## config.mk

```make
export PLATFORM = sky130hd
export DESIGN_NAME = rsc_turbo_encoder
export DESIGN_NICKNAME = d
export VERILOG_FILES = /design/src/rtl/enc_pkg.sv /design/src/rtl/rsc_trellis.sv /design/src/rtl/rsc_turbo_encoder.sv
export SDC_FILE = /design/constraint.sdc
export NUM_CORES = 1
export LEC_CHECK = 0
export BUFFER_PORTS_ARGS = -buffer_cell sky130_fd_sc_hd__buf_2
export CAP_MARGIN = 20
export CORE_MARGIN = 2
export CORE_UTILIZATION = 56
export DETAILED_ROUTE_END_ITERATION = 10
export GPL_TIMING_DRIVEN = 0
export PLACE_DENSITY = 0.79
export SYNTH_ARGS = -nofsm -noshare
export SYNTH_HDL_FRONTEND = slang
export SYNTH_SLANG_ARGS = --single-unit
```

## constraint.sdc

```tcl
create_clock -name aclk -period 3.35 [get_ports aclk]
set_input_delay 0.1675 -clock aclk [delete_from_list [all_inputs] [get_ports aclk]]
set_output_delay 0.1675 -clock aclk [all_outputs]
set_load 0.005 [all_outputs]
```

## src/rtl/enc_pkg.sv

```systemverilog
// Shared types and the RSC trellis step for the turbo constituent encoder.
// The step function doubles as the golden model in decoder and encoder benches.
package enc_pkg;

  localparam int LLR_W_DEF = 8;
  localparam int AMP_DEF   = 32;

  typedef enum logic [1:0] {
    IDLE = 2'd0,
    DATA = 2'd1,
    TAIL = 2'd2
  } enc_state_t;

  typedef struct packed {
    logic [LLR_W_DEF-1:0] par;
    logic [LLR_W_DEF-1:0] sys;
  } soft_pair_t;

  // state = {s2, s1, s0}; returns {next_state[2:0], a, z}
  function automatic logic [4:0] rsc_step(input logic [2:0] state, input logic u);
    logic a;
    logic z;
    a = u ^ state[1] ^ state[2];
    z = a ^ state[0] ^ state[2];
    return {state[1], state[0], a, a, z};
  endfunction

  function automatic int map_soft(input logic b, input int amp);
    return b ? -amp : amp;
  endfunction

endpackage

```

## src/rtl/rsc_trellis.sv

```systemverilog
// Three-bit RSC trellis state with step, load and clear; in tail mode the
// input bit is forced to s1^s2 so the feedback drives the state to zero.
module rsc_trellis
  import enc_pkg::*;
(
  input  logic       aclk,
  input  logic       aresetn,
  input  logic       i_step,
  input  logic       i_tail,
  input  logic       i_u,
  input  logic       i_clear,
  input  logic       i_load,
  input  logic [2:0] i_load_state,
  output logic       o_u,
  output logic       o_z
);

  logic [2:0] r_state;
  logic       w_u;
  logic [4:0] w_step;
  logic       w_unused_a;

  assign w_u    = i_tail ? (r_state[1] ^ r_state[2]) : i_u;
  assign w_step = rsc_step(r_state, w_u);

  // a is already folded into the next s0, so it is not needed separately here
  assign w_unused_a = w_step[1];

  assign o_u = w_u;
  assign o_z = w_step[0];

  always_ff @(posedge aclk or negedge aresetn) begin
    if (!aresetn) begin
      r_state <= 3'b000;
    end else if (i_clear) begin
      r_state <= 3'b000;
    end else if (i_load) begin
      r_state <= i_load_state;
    end else if (i_step) begin
      r_state <= w_step[4:2];
    end
  end

endmodule

```

## src/rtl/rsc_turbo_encoder.sv

```systemverilog
// LTE RSC constituent encoder: per-bit (systematic, parity) soft pairs over
// AXI-Stream followed by three trellis-termination beats per frame.
module rsc_turbo_encoder
  import enc_pkg::*;
#(
  parameter int LLR_W    = LLR_W_DEF,
  parameter int AMP      = AMP_DEF,
  parameter int BLKLEN_W = 13
) (
  input  logic                aclk,
  input  logic                aresetn,
  input  logic [BLKLEN_W-1:0] blklen,
  input  logic                s_axis_bit_tdata,
  input  logic                s_axis_bit_tvalid,
  input  logic                s_axis_bit_tlast,
  output logic                s_axis_bit_tready,
  output logic [2*LLR_W-1:0]  m_axis_enc_tdata,
  output logic                m_axis_enc_tvalid,
  input  logic                m_axis_enc_tready,
  output logic [1:0]          m_axis_enc_tuser,
  output logic                m_axis_enc_tlast,
  output logic                err_tlast
);

  enc_state_t          r_state;
  enc_state_t          w_state_nxt;
  logic [BLKLEN_W-1:0] r_len;
  logic [BLKLEN_W-1:0] w_len_nxt;
  logic [BLKLEN_W-1:0] r_cnt;
  logic [BLKLEN_W-1:0] w_cnt_nxt;
  logic [1:0]          r_tail_cnt;
  logic [1:0]          w_tail_cnt_nxt;

  logic                r_out_valid;
  logic [2*LLR_W-1:0]  r_out_data;
  logic [1:0]          r_out_user;
  logic                r_out_last;
  logic                r_err;

  logic w_out_free;
  logic w_in_ready;
  logic w_accept;
  logic w_tail_fire;
  logic w_tail_done;
  logic w_step;
  logic w_exp_last;
  logic w_sof;
  logic w_u;
  logic w_z;

  // Ready is held low during reset so no beat slips in before the FSM is live
  assign w_out_free  = !r_out_valid || m_axis_enc_tready;
  assign w_in_ready  = aresetn && ((r_state == IDLE) || (r_state == DATA)) && w_out_free;
  assign w_accept    = s_axis_bit_tvalid && w_in_ready;
  assign w_tail_fire = (r_state == TAIL) && w_out_free;
  assign w_tail_done = w_tail_fire && (r_tail_cnt == 2'd2);
  assign w_step      = w_accept || w_tail_fire;
  assign w_sof       = w_accept && (r_state == IDLE);
  assign w_exp_last  = (r_state == IDLE) ? (blklen == BLKLEN_W'(1))
                                         : (r_cnt == (r_len - BLKLEN_W'(1)));

  rsc_trellis u_trellis (
    .aclk         (aclk),
    .aresetn      (aresetn),
    .i_step       (w_step),
    .i_tail       (r_state == TAIL),
    .i_u          (s_axis_bit_tdata),
    .i_clear      (w_tail_done),
    .i_load       (1'b0),
    .i_load_state (3'b000),
    .o_u          (w_u),
    .o_z          (w_z)
  );

  always_comb begin
    w_state_nxt    = r_state;
    w_len_nxt      = r_len;
    w_cnt_nxt      = r_cnt;
    w_tail_cnt_nxt = r_tail_cnt;
    case (r_state)
      IDLE: begin
        if (w_accept) begin
          w_len_nxt      = blklen;
          w_cnt_nxt      = BLKLEN_W'(1);
          w_tail_cnt_nxt = 2'd0;
          w_state_nxt    = (blklen == BLKLEN_W'(1)) ? TAIL : DATA;
        end
      end
      DATA: begin
        if (w_accept) begin
          w_cnt_nxt = r_cnt + BLKLEN_W'(1);
          if (w_exp_last) begin
            w_state_nxt    = TAIL;
            w_tail_cnt_nxt = 2'd0;
          end
        end
      end
      TAIL: begin
        if (w_tail_done) begin
          w_state_nxt    = IDLE;
          w_cnt_nxt      = '0;
          w_tail_cnt_nxt = 2'd0;
        end else if (w_tail_fire) begin
          w_tail_cnt_nxt = r_tail_cnt + 2'd1;
        end
      end
      default: w_state_nxt = IDLE;
    endcase
  end

  always_ff @(posedge aclk or negedge aresetn) begin
    if (!aresetn) begin
      r_state    <= IDLE;
      r_len      <= '0;
      r_cnt      <= '0;
      r_tail_cnt <= 2'd0;
    end else begin
      r_state    <= w_state_nxt;
      r_len      <= w_len_nxt;
      r_cnt      <= w_cnt_nxt;
      r_tail_cnt <= w_tail_cnt_nxt;
    end
  end

  // Single output register: reloads only when empty or being drained
  always_ff @(posedge aclk or negedge aresetn) begin
    if (!aresetn) begin
      r_out_valid <= 1'b0;
      r_out_data  <= '0;
      r_out_user  <= 2'b00;
      r_out_last  <= 1'b0;
      r_err       <= 1'b0;
    end else begin
      r_err <= w_accept && (s_axis_bit_tlast != w_exp_last);
      if (w_out_free) begin
        r_out_valid <= w_step;
        if (w_step) begin
          r_out_data <= {LLR_W'(map_soft(w_z, AMP)), LLR_W'(map_soft(w_u, AMP))};
          r_out_user <= {w_tail_fire, w_sof};
          r_out_last <= w_tail_done;
        end
      end
    end
  end

  assign s_axis_bit_tready = w_in_ready;
  assign m_axis_enc_tdata  = r_out_data;
  assign m_axis_enc_tvalid = r_out_valid;
  assign m_axis_enc_tuser  = r_out_user;
  assign m_axis_enc_tlast  = r_out_last;
  assign err_tlast         = r_err;

endmodule
```

==> key figures, run 1 <==
Critical path
  • Crit start category: flip-flop
  • Critical Path RT: around 3.5 ns
  • Cells along the critical path: inv_1 > ha_1 > or2_2 > clkbuf_1 > nand4_1 > a21o_1 > o41ai_2 > mux2_2
  • WP data arrival: 2.84 ns
  • Buf/Inv on CP: 2
  • Max incr delay on CP: 0.41 ns
  • Critical path class: reg -> reg
  • Slowest cell on the critical path: dfrtp_1
  • Largest fanout on the critical path: 7
  • Crit path max-delay family: compound AO/OA/AOI/OAI gates
  • FF-to-FF setup slack: slightly below 0.7 ns
  • Crit. End Element: flip-flop

Yosys
  • Syn_area_per_cell: 9.431 um2
  • Yosys top cell by area: dfrtp_1
  • Netlist cell types: approximately 50
  • Synth cell count leaders: dfrtp_1, nand2_1, o21ai_0, nor2_1, mux2_2
  • Ys Warns: 0
  • Register area share after synthesis: between 40% and 50%
  • FF+latch count, synth: 41
  • Synth area leaders: dfrtp_1, mux2_2, o21ai_0
  • Asr flop ratio synth: 100.0%
  • Yosys top cell area share: 40.59%
  • Post-synthesis cell area: 2527 um2
  • Number of flops mapped to enable cells by yosys: 0
  • Cells after Synth: 268
  • Main flop type after synthesis: dfrtp_1
  • Most frequent cell after synthesis: dfrtp_1

Detailed routing
  • Router iterations before antenna repair: 4
  • WL/cell: 14.03 um
  • Via-to-Cell Ratio: 5.657
  • Routed Wire Length: 5.150 mm
  • # DRC: 0
  • DR vias: just over 2,000
  • Antenna-violating nets left: 0
  • Initial DRC count: 124

Job
  • # Max-Cap Violations: 0

Finish
  • Fin nets: 338
  • Reg area: about 1000 um2
  • Layout cells sized above 1: roughly 24%
  • Fillcell total: 372
  • Multi-input gate area: about 1400 um2
  • Ant diodes: 0
  • Area Growth Syn to Fin: 14.46%

Clock network
  • Root buf cell: clkbuf_8
  • CTS Sinks: 41
  • Cts bufs inserted: 5
  • CTS Hold Bufs: 0
  • # Post-CTS Setup Buffers: 0
  • CTS Buffer Depth: 2
  • PostCTS Resize Cnt: 0
  • H-tree Lvls: 2
  • TritonCTS clock tree: built
  • Clock latency on the worst-skew pair: 0.29 ns
  • Reg clk slew, reported paths: 0.08 ns

GRT
  • Initial antenna violation count: 0
  • First-pass GRT wire length: 8.942 mm
  • Total global-route track usage: 21.99%
  • Grt ovf: 0
  • Largest net degree at the start of global routing: 45
  • Vias in the first global route: 1,943

STA
  • RSZ-0062 raised after global routing: false
  • Endpoints failing setup: 0
  • Fin crit period: between 2 and 3 ns
  • Final slew viol count: 0
  • Slew HR: 36.55%
  • Period utilization: 79.64%
  • Worst slew pin tran: 0.9517 ns
  • Endpoints failing hold: 0
  • Clk_skew: 0.006840 ns
  • Setup_tns: 0 ns
  • Fmax: 0.3748 GHz

Floorplanning
  • Core area: 4354 um2
  • Die width: slightly above 70 um
  • Row Count: 24
  • Overall die height: 71.18 um
  • Initial core utilization: 58.05%
  • Die area: 5067 um2
  • Top Ports: 41

Run status
  • Status: complete, no violations

Power and ir drop
  • Pwr dens: 451.0 nW/um2
  • Leakage: 1.405 nW
  • Max IR drop VDD: between 0.3 and 0.4 mV
  • Final Power: between 1 and 1.5 mW

Placed design
  • RD Place Congestion: 0.8500
  • IO Port Bufs: 30
  • HPWL after DPL: 3.957 mm

Min path
  • Worst Hold Class: in -> async
[sequential cells by signal, summed over array words and instances (netlist names)]
| name | flops |
|---|---|
| err_tlast | 1 |
| r_state | 2 |
| r_cnt | 13 |
| r_len | 13 |
| u_trellis.r_state | 3 |
| m_axis_enc_tlast | 1 |
| m_axis_enc_tdata | 3 |
| r_tail_cnt | 2 |
| m_axis_enc_tuser | 2 |
| m_axis_enc_tvalid | 1 |
[routing by layer]
layer / up-vias / wire length (um) / global-route usage, %
li1: 1022 / - / -
met1: 1003 / 2248 / 30.17
met2: 44 / 2620 / 35.39
met3: 7 / 213 / 4.131
met4: 0 / 68 / 7.128
met5: - / 0 / 0
[cells in the final DEF, fill, tap and decap left out, drive strengths merged, types with 8 or more instances in the layout]
cell type	netlist	final
buf	16	46
clkbuf	6	13
conb	1	10
dfrtp	41	41
inv	8	8
mux2	15	15
nand2	29	29
nand2b	8	8
nor2	21	21
o21ai	26	26
xnor2	12	12
[worst paths after layout]
path,depth (start not counted),to,start
min,1,err_tlast,aresetn
max in group asynchronous,1,r_len[11],aresetn
min reg2reg,2,m_axis_enc_tuser[0],m_axis_enc_tuser[0]
max,8,r_tail_cnt[1],r_state[0]
max reg2reg,8,r_tail_cnt[1],r_state[0]
min in group aclk,2,r_len[8],blklen[8]
[cells by family (layout without fill, tap and decap cells)]
group	after synthesis	after routing	share of synthesized area, %
flip-flops	41	41	40.59
other	1	10	0.1484
XOR/XNOR	19	19	6.584
AND/OR/NAND/NOR	100	100	21.44
buffers and inverters	30	68	6.584
multiplexers	22	22	9.455
AO/OA/AOI/OAI	50	50	12.72
adder cells (fa/ha/maj)	5	5	2.475
[per-stage QoR]
step / setup slack, ns / cell area, um2 / util [%] / hold slack (ns) / cells
after floorplan: 1.023 / 2561 / - / -0.1281 / 277
after global placement: 0.7903 / 2776 / 63.76 / 0.3589 / 359
after detailed placement: 0.7166 / 2776 / 63.76 / 0.3759 / 359
after CTS: 0.6683 / 2893 / 66.44 / 0.05515 / 367
after global routing: 0.4679 / 2893 / 66.44 / 0.1003 / 367
final: 0.6821 / 2893 / 66.44 / 0.02618 / 367
[cell type report]
cell class / instances / share of cell area [%]
buffer: 22 / 4.715
sequential: 41 / 35.47
timing repair buffer: 30 / 5.190
multi-input combinational: 206 / 47.32
inverter: 8 / 1.038
clock buffer: 7 / 2.984
clock inverter: 1 / 1.038
tap: 52 / 2.249
[power breakdown]
group	switching (mW)	internal, mW	leakage, nW
clock network	0.162	0.243	0.0585
logic	0.145	0.143	0.803
registers	0.0622	0.549	0.543
total	0.369	0.935	1.40
Note: power is estimated with default switching activity, not from simulation.
==> run 2: changes to the inputs <==
Clock period 3.35 ns to 2.5 ns, I/O delays scaled along.
==> run 2 against run 1 <==
- combinational power is 37% higher
- largest cell class unchanged
- largest power group unchanged
- highest routed layer unchanged
- clock power is 35% higher
- clock skew hardly changed
- the flow now finishes with violations (negative hold slack)
- critical path depth is 1 lower
- critical endpoint unchanged
==> key figures, run 2 (synthesized netlist as in run 1, its figures left out) <==
Floorplanning
  • Die width: 71.18 um
  • Initial core utilization: roughly three fifths
  • Top Ports: about 40
  • Overall die height: slightly above 70 um
  • Core area: 4354 um2
  • Die area: 5067 um2
  • Row Count: 24

Run status
  • Failing checks: negative hold slack
  • Status: complete, but fails checks

Clock network
  • TritonCTS clock tree: built
  • CTS Sinks: between 40 and 50
  • Cts bufs inserted: 5
  • Root buf cell: clkbuf_8
  • CTS Buffer Depth: 2
  • Clock latency on the worst-skew pair: 0.29 ns
  • Reg clk slew, reported paths: 0.08 ns
  • H-tree Lvls: 2

Detailed routing
  • Initial DRC count: 120
  • # DRC: 0
  • Routed Wire Length: 5.317 mm
  • Antenna-violating nets left: 0
  • Via-to-Cell Ratio: between 5 and 6
  • WL/cell: 14.37 um
  • DR vias: 2,084
  • Router iterations before antenna repair: 4

Placed design
  • RD Place Congestion: 0.8500
  • Area post-placement: approximately 2800 um2
  • IO Port Bufs: 30
  • HPWL after DPL: 3.957 mm
  • Setup WS pre-CTS: -0.1334 ns

Critical path
  • Crit path max-delay family: compound AO/OA/AOI/OAI gates
  • Max incr delay on CP: about 0.47 ns
  • Crit. End Element: flip-flop
  • Buf/Inv on CP: 1
  • Largest fanout on the critical path: 6
  • Slowest cell on the critical path: dfrtp_2
  • Critical Path RT: 2.68 ns
  • WP data arrival: ~2.6 ns
  • Critical path class: reg -> reg
  • Cells along the critical path: nor4_4 > buf_4 > and4b_1 > a21oi_1 > o211a_1 > o41ai_4 > mux2_2
  • Crit start category: flip-flop

Power and ir drop
  • Logic pwr share: ~22%
  • Clock power frac: 30.9%
  • Max IR drop VDD: 0.4613 mV
  • Psw: 0.5079 mW
  • Pint: between 1 and 1.5 mW
  • Leakage: between 1 and 1.5 nW
  • Sw frac: 28.76%
  • Pwr dens: 591.8 nW/um2
  • Seq pwr share: a little under half

GRT
  • GR Util met2: 35.91%
  • M1 GR Usage: approximately 30%
  • Initial antenna violation count: 0
  • Total global-route track usage: 22.23%
  • Global route hottest layer: met2
  • Largest net degree at the start of global routing: 45
  • Met3 GRT Util: 4.131%
  • First-pass GRT wire length: 8.990 mm
  • Grt ovf: 0
  • Vias in the first global route: 1,955

STA
  • Fin Hold WS: -0.02115 ns
  • Slew HR: 37.17%
  • Clk_skew: between 0.006 and 0.007 ns
  • Fin crit period: 2.405 ns
  • Endpoints failing hold: 41
  • Final worst slack: 0.09461 ns
  • Final slew viol count: 0
  • Endpoints failing setup: 0
  • Period utilization: 96.22%
  • Fmax: 0.4157 GHz
  • Worst slew pin tran: 0.9425 ns

Finish
  • Layout cells sized above 1: a little over a quarter
  • Area Growth Syn to Fin: 18.07%
  • Largest regs: r_cnt x13, r_len x13
  • Design Area, Final: slightly below 3000 um2
  • Ant diodes: 0
  • Most common cell after layout, fill and taps aside: dfrtp_1
  • Commonest cells after routing, fill and taps aside: dfrtp_1, buf_2, nand2_1
  • Fin nets: about 340

Min path
  • Worst Hold Class: in -> async

Job
  • # Max-Cap Violations: 0
-- run 2: cell type report --
cell class                      count  area, um2
Multi-Input combinational cell    206       1420
Fill cell                         352       1370
Sequential cell                    41       1027
Timing Repair Buffer               35      187.7
Buffer                             20      137.6
Clock buffer                        7      86.33
Tap cell                           52      65.06
Clock inverter                      1      30.03
Inverter                            8      30.03
-- run 2: metal layers --
| layer | vias to the layer above | part of all wire [%] | routed length (um) |
|---|---|---|---|
| li1 | 1023 | - | - |
| met1 | 999 | 44 | 2328 |
| met2 | 53 | 50 | 2669 |
| met3 | 9 | 4.5 | 238 |
| met4 | 0 | 1.5 | 80 |
| met5 | - | 0 | 0 |
-- run 2: what timing repair did --
action                     CTS  global route
setup endpoints to repair   24            28
setup buffers                1             4
gates resized for setup     10             6
pin swaps                    2             3
hold buffers                 0             0
-- run 2: final timing paths --
kind | from | to | slack [ns] | cells past startpoint
setup / recovery | r_len[4] | r_tail_cnt[1] | 0.09 | 7
hold / removal | aresetn | err_tlast | -0.02 | 1
hold reg to reg | m_axis_enc_tuser[0] | m_axis_enc_tuser[0] | 0.48 | 2
setup reg to reg | r_len[4] | r_tail_cnt[1] | 0.09 | 7
max in group asynchronous | aresetn | r_len[4] | 1.88 | 1
min in group aclk | blklen[8] | r_len[8] | 0.07 | 2
-- run 2: worst register-to-register path, stage by stage (launching register included) --
cell	delay, ns
dfrtp_2	0.47
nor4_4	0.41
buf_4	0.18
and4b_1	0.18
a21oi_1	0.04
o211a_1	0.27
o41ai_4	0.35
mux2_2	0.39
-- run 2: stage by stage --
stage	instances	util [%]	setup TNS, ns	power, mW
floorplan	277	-	0	1.102
global placement	359	63.76	-0.7805	1.199
detailed placement	359	63.76	-2.060	1.220
CTS	368	67.50	-0.03030	1.769
global route	370	68.53	-0.02153	1.877
finish	370	68.53	0	1.766
-- run 2: power by group through the flow --
stage | registers [mW] | clock network (mW) | logic, mW
2_1_floorplan | 0.813 | 0 | 0.289
3_3_place_gp | 0.827 | 0 | 0.372
3_5_place_dp | 0.831 | 0 | 0.389
4_1_cts | 0.819 | 0.556 | 0.395
5_1_grt | 0.835 | 0.587 | 0.456
6_report | 0.824 | 0.546 | 0.396
